==> src/rtl/fetch_controller_pkg.sv <==
// fetch_controller_pkg: shared fetch FSM state type and instruction constants.
package fetch_controller_pkg;
  typedef enum logic [1:0] {IDLE, REQ, DISCARD} fetch_state_t;
  localparam logic [31:0] NOP_INSTR = 32'h0000_0013;
endpackage

==> src/rtl/fetch_buffer.sv <==
// fetch_buffer: synchronous FIFO of {instr, pc} entries between fetch and decode.
// Ports: CLK/RST (sync, active-high); i_push/i_pop/i_flush control; i_instr/i_pc
// write data; o_instr/o_pc head entry; o_count occupancy; o_full/o_empty status.
module fetch_buffer #(
  parameter int DEPTH = 2
) (
  input  logic                   CLK,
  input  logic                   RST,
  input  logic                   i_push,
  input  logic                   i_pop,
  input  logic                   i_flush,
  input  logic [31:0]            i_instr,
  input  logic [31:0]            i_pc,
  output logic [31:0]            o_instr,
  output logic [31:0]            o_pc,
  output logic [$clog2(DEPTH):0] o_count,
  output logic                   o_full,
  output logic                   o_empty
);
  localparam int AW = $clog2(DEPTH);
  localparam int CW = AW + 1;
  logic [63:0]   r_mem [DEPTH];
  logic [AW-1:0] r_wr, r_rd;
  logic [CW-1:0] r_count;
  logic          w_push, w_pop;
  assign w_pop   = i_pop & ~o_empty;
  // A push into a full buffer is fine when the head leaves in the same cycle.
  assign w_push  = i_push & (~o_full | w_pop);
  assign o_full  = r_count == CW'(DEPTH);
  assign o_empty = r_count == '0;
  assign o_count = r_count;
  assign {o_instr, o_pc} = r_mem[r_rd];
  always_ff @(posedge CLK) begin
    if (w_push) r_mem[r_wr] <= {i_instr, i_pc};
  end
  // Pointers are AW bits wide, so they wrap modulo DEPTH for free.
  always_ff @(posedge CLK) begin
    if (RST || i_flush) begin
      r_wr    <= '0;
      r_rd    <= '0;
      r_count <= '0;
    end else begin
      if (w_push) r_wr <= r_wr + 1'b1;
      if (w_pop) r_rd <= r_rd + 1'b1;
      r_count <= r_count + CW'(w_push) - CW'(w_pop);
    end
  end
endmodule

==> src/rtl/fetch_controller.sv <==
// fetch_controller: instruction fetch FSM feeding a small buffer, with redirect flush.
// Ports: CLK/RST (sync, active-high); Redirect_E/Redirect_Target_E from execute;
// Instr_Ready_D from decode; Mem_Req/Mem_Addr/Mem_Ack/Mem_Rdata memory handshake;
// Instr_Valid_F/Instr_F/PC_F/PC_Plus_4_F buffer head; Align_Err misaligned-target pulse.
module fetch_controller
  import fetch_controller_pkg::*;
#(
  parameter logic [31:0] RESET_PC  = 32'h0000_0000,
  parameter int          BUF_DEPTH = 2
) (
  input  logic        CLK,
  input  logic        RST,
  input  logic        Redirect_E,
  input  logic [31:0] Redirect_Target_E,
  input  logic        Instr_Ready_D,
  output logic        Mem_Req,
  output logic [31:0] Mem_Addr,
  input  logic        Mem_Ack,
  input  logic [31:0] Mem_Rdata,
  output logic        Instr_Valid_F,
  output logic [31:0] Instr_F,
  output logic [31:0] PC_F,
  output logic [31:0] PC_Plus_4_F,
  output logic        Align_Err
);
  localparam int CW = $clog2(BUF_DEPTH) + 1;
  fetch_state_t  r_state, w_next;
  logic [31:0]   r_fetch_pc, r_hold_addr, w_buf_instr, w_buf_pc;
  logic          r_align_err, w_push, w_pop, w_full, w_empty, w_free;
  logic [CW-1:0] w_count;
  assign w_pop  = Instr_Valid_F & Instr_Ready_D & ~Redirect_E;
  assign w_push = (r_state == REQ) & Mem_Ack & ~Redirect_E;
  // Room for another request once this cycle's push and pop have settled.
  assign w_free = w_push ? (w_count + CW'(1) - CW'(w_pop)) < CW'(BUF_DEPTH) : ~w_full | w_pop;
  fetch_buffer #(.DEPTH(BUF_DEPTH)) u_buf (
    .CLK    (CLK),
    .RST    (RST),
    .i_push (w_push),
    .i_pop  (w_pop),
    .i_flush(Redirect_E),
    .i_instr(Mem_Rdata),
    .i_pc   (r_fetch_pc),
    .o_instr(w_buf_instr),
    .o_pc   (w_buf_pc),
    .o_count(w_count),
    .o_full (w_full),
    .o_empty(w_empty)
  );
  always_comb begin
    w_next = r_state;
    unique case (r_state)
      IDLE:    w_next = (Redirect_E || w_free) ? REQ : IDLE;
      // A redirect that misses its ack must wait out the in-flight request.
      REQ:     w_next = Redirect_E ? (Mem_Ack ? REQ : DISCARD) : (Mem_Ack && !w_free) ? IDLE : REQ;
      DISCARD: w_next = Mem_Ack ? REQ : DISCARD;
      default: w_next = IDLE;
    endcase
  end
  always_ff @(posedge CLK) begin
    if (RST) begin
      r_state     <= IDLE;
      r_fetch_pc  <= RESET_PC;
      r_hold_addr <= RESET_PC;
      r_align_err <= 1'b0;
    end else begin
      r_state     <= w_next;
      r_align_err <= Redirect_E & |Redirect_Target_E[1:0];
      if (Redirect_E) r_fetch_pc <= {Redirect_Target_E[31:2], 2'b00};
      else if (w_push) r_fetch_pc <= r_fetch_pc + 32'd4;
      // Remember the outstanding address so DISCARD keeps presenting it.
      if (r_state == REQ) r_hold_addr <= r_fetch_pc;
    end
  end
  assign Mem_Req       = r_state != IDLE;
  assign Mem_Addr      = (r_state == DISCARD) ? r_hold_addr : r_fetch_pc;
  assign Instr_Valid_F = ~w_empty;
  assign Instr_F       = Instr_Valid_F ? w_buf_instr : NOP_INSTR;
  assign PC_F          = Instr_Valid_F ? w_buf_pc : 32'd0;
  assign PC_Plus_4_F   = PC_F + 32'd4;
  assign Align_Err     = r_align_err;
endmodule

==> config.mk <==
export PLATFORM = sky130hd
export DESIGN_NAME = fetch_controller
export DESIGN_NICKNAME = d
export VERILOG_FILES = /design/src/rtl/fetch_controller_pkg.sv /design/src/rtl/fetch_buffer.sv /design/src/rtl/fetch_controller.sv
export SDC_FILE = /design/constraint.sdc
export NUM_CORES = 1
export LEC_CHECK = 0
export BUFFER_PORTS_ARGS = -buffer_cell sky130_fd_sc_hd__buf_2
export CAP_MARGIN = 0
export CORE_ASPECT_RATIO = 1.75
export CORE_MARGIN = 1
export CORE_UTILIZATION = 40
export DETAILED_ROUTE_END_ITERATION = 6
export GPL_TIMING_DRIVEN = 0
export PLACE_DENSITY = 0.61
export RECOVER_POWER = 25
export SYNTH_ARGS = -nofsm -noshare
export SYNTH_HDL_FRONTEND = slang
export SYNTH_SLANG_ARGS = --single-unit
==> constraint.sdc <==
create_clock -name CLK -period 13.64 [get_ports CLK]
set_input_delay 2.046 -clock CLK [delete_from_list [all_inputs] [get_ports CLK]]
set_output_delay 2.046 -clock CLK [all_outputs]
set_load 0.005 [all_outputs]
==> impl_metrics.tcl <==
set metrics [dict create \
    layout_commonest_cell "buf_2" \
    start_util 0.407 \
    finClkSkew_ps 11.4 \
    ys_types 58 \
    cts_hold_buf 0 \
    worstReg2RegStart "r_state[0]" \
    critPathLaunchType "register" \
    setup_tns_ps 0 \
    place_area_um2 10400 \
    pwr-share-comb 0.075 \
    tightest_slew_ps 883 \
    rsz0062_at_grt "false" \
    reg2reg_setup_slack_ps 11010 \
    worst_path_max_delay_cell "a211oi_2" \
    grt-ovfl-total 0 \
    power.share.clock 0.402 \
    hp-class "register to register" \
    synth_seq_area_share 0.564 \
    wl_per_cell_um 17.5 \
    num_vias 6686 \
    cts_made_buffers 17 \
    cts_tree "built" \
    vias_per_cell 5.02 \
    portBuffers 191 \
    dp_hpwl_um 18200 \
    drc 0 \
    grt_antenna_before_repair 0 \
    core-area_um2 22200 \
    n_antenna_cell 0 \
    grt_first_pass_wirelength_um 35600 \
    cp_data_required_time_ps 11590 \
    hold_depth 2 \
    p_per_area_nw_per_um2 113 \
    grt_pass1_vias 6585 \
    nFillCells 2131 \
    final_cell_mix "buf_2, edfxtp_1, nand2_1" \
    async_flop_share 0 \
    grt_max_degree 63 \
    fmax_mhz 158 \
    htreeDepth 4 \
    slew_headroom 0.411 \
    ant_nets 0 \
    cp_cell_sequence "buf_6 > buf_6 > buf_2 > buf_2 > buf_2 > mux2i_1 > nor2_1 > ha_1 > o21ai_0 > a211oi_2 > nand2_2 > nor4_2 > xor2_1 > buf_2" \
    reg2reg_depth 5 \
    finalNetCount 1095 \
    place_congestion 0.897 \
    grt_util_all_layers 0.206 \
    dieArea_um2 23200 \
    layout.area.seq_um2 5080 \
    yosys_warnings 0 \
    row_count 72 \
    drv_cap 0 \
    path_clk_slew_ps 80 \
    clk_latency_ps 440 \
    clockRootBuffer "clkbuf_16" \
    post_cts.repair.setup_buffers 0 \
    final_area_um2 11000 \
    worst_path_largest_cell_delay_ps 430 \
    synthCells 798 \
    synth_edf_count 124 \
    syn_to_final_growth_pct 22.3 \
    netlist_area_um2 9020 \
    drtPass1Iterations 4 \
    synth_ff_type "edfxtp_1" \
    drive_gt1_frac 0.313 \
    intPower_w 0.000939 \
    synth_seq_cells 192 \
    net-switching-power_w 0.000312 \
    holdPathEnd "r_hold_addr[2]" \
    cp-end-kind "primary output" \
    fin_crit_sh 0.463 \
    finalWirelength_um 23300 \
    switching_share 0.249 \
    fp.dieW_um 116 \
    leakage_nw 4.22 \
    clk_path_buf_depth 2 \
    multi_input_area_um2 3620 \
    arrival_ps 4270 \
    ctsResizeCount 0 \
    avgSynthCellArea_um2 11.3 \
    setup_viol 0 \
    ios 200 \
    slew_violations 0 \
    die_h_um 201 \
    final-hold-violation-count 0 \
    dr.first_iter.drc_count 300 \
    worstHoldStart "r_hold_addr[2]" \
    cts.sinks 192 \
    seqPwrFrac 0.523 \
    critPathKind "register to primary output" \
    outcome "completed" \
    rr_endpoint "u_buf.r_mem[1][63]" \
    period_minus_slack_ps 6320 \
    cp_max_fo 10 \
    ir_drop_v 0.0000675 \
    critPathMostFrequentCell "buf_2" \
]
-- per-layer routing --
| layer | GRT usage | wire length, µm | vias to the layer above |
|---|---|---|---|
| met2 | 0.390 | 13000 | 189 |
| met5 | 0 | 0 | - |
| li1 | - | - | 3282 |
| met3 | 0.0374 | 918 | 43 |
| met4 | 0.102 | 868 | 0 |
| met1 | 0.209 | 8560 | 3172 |
-- logic make-up (layout without fill, tap and decap cells) --
kind of cell,Yosys count,after routing,synth area share
flip-flops,192,192,0.564
buffers and inverters,67,299,0.0383
XOR/XNOR,54,54,0.0524
AND/OR/NAND/NOR,300,300,0.171
AO/OA/AOI/OAI,89,89,0.0646
multiplexers,91,91,0.105
other,1,6,0.000416
adder cells (fa/ha/maj),4,4,0.00555
-- power groups by stage --
stage	clock, W	combinational, W	sequential [W]
after detailed placement	0	0.0000950	0.000667
after CTS	0.000514	0.0000955	0.000653
after global placement	0	0.0000920	0.000668
final	0.000503	0.0000940	0.000654
after global routing	0.000534	0.000104	0.000656
after floorplan	0	0.0000542	0.000661
-- final cells by class --
class | instances | area share
flip-flops and latches | 192 | 0.461
multi-input cells | 544 | 0.328
repair buffers | 200 | 0.0923
clock buffers | 17 | 0.0385
well taps | 296 | 0.0336
plain buffers | 54 | 0.0269
clock inverters | 15 | 0.0154
inverters | 13 | 0.00442
-- stage by stage --
stage	worst slack, ps	total power (W)	instances	utilization	hold slack [ps]
floorplan	4570	0.000716	803	-	420
global placement	544	0.000760	1290	0.468	429
detailed placement	7710	0.000762	1299	0.471	436
CTS	7220	0.00126	1331	0.498	455
global route	7100	0.00129	1331	0.498	475
finish	7320	0.00125	1331	0.498	454
-- how the worst max path moves through the flow --
| stage | startpoint | endpoint | slack (ps) | cells after the start |
|---|---|---|---|---|
| 6_report | register | PC_Plus_4_F[22] | 7320 | 14 |
| 2_1_floorplan | Redirect_E | u_buf.r_mem[0][10] | 4570 | 3 |
| 3_3_place_gp | Redirect_E | u_buf.r_mem[0][38] | 540 | 3 |
| 3_5_place_dp | register | PC_Plus_4_F[22] | 7710 | 14 |
| 5_1_grt | register | PC_Plus_4_F[14] | 7100 | 14 |
| 4_1_cts | register | PC_Plus_4_F[22] | 7220 | 14 |
-- synthesized netlist by cell type, types with 5 or more instances --
library cell  instances  share of area
o21ai_0              11         0.0061
xnor2_1              31          0.030
mux2_2               27          0.034
buf_2                15         0.0083
a21oi_1              46          0.026
buf_1                 6         0.0025
a211oi_1             12          0.010
clkbuf_1             20         0.0083
nor4_2               11          0.015
buf_6                 5         0.0062
edfxtp_1            124           0.41
nor3_1               26          0.014
nand2_1             103          0.043
nand3_1              19          0.011
nor2_1               83          0.035
buf_4                 7         0.0058
mux2i_1              64          0.071
dfxtp_1              68           0.15
xor2_1               23          0.022
inv_1                11         0.0046
nand4_1               9         0.0062
-- critical path: cells and delay by family, from the launching register on --
kind                     cells  cell delay, ps
multiplexers                 1             120
AND/OR/NAND/NOR              3             730
AO/OA/AOI/OAI                2             570
adder cells (fa/ha/maj)      1             280
XOR/XNOR                     1             230
buffers and inverters        6            1550
flip-flops                   1             340
-- sequential cells by signal, summed over array words and instances, names as in the netlist, named ones only --
register and count:
u_buf.r_wr 1, u_buf.r_mem 124, u_buf.r_rd 1, Align_Err 1
r_fetch_pc 30, u_buf.o_count 2, r_state 2, r_hold_addr 30
No activity file was read; power rests on OpenSTA's default activity.
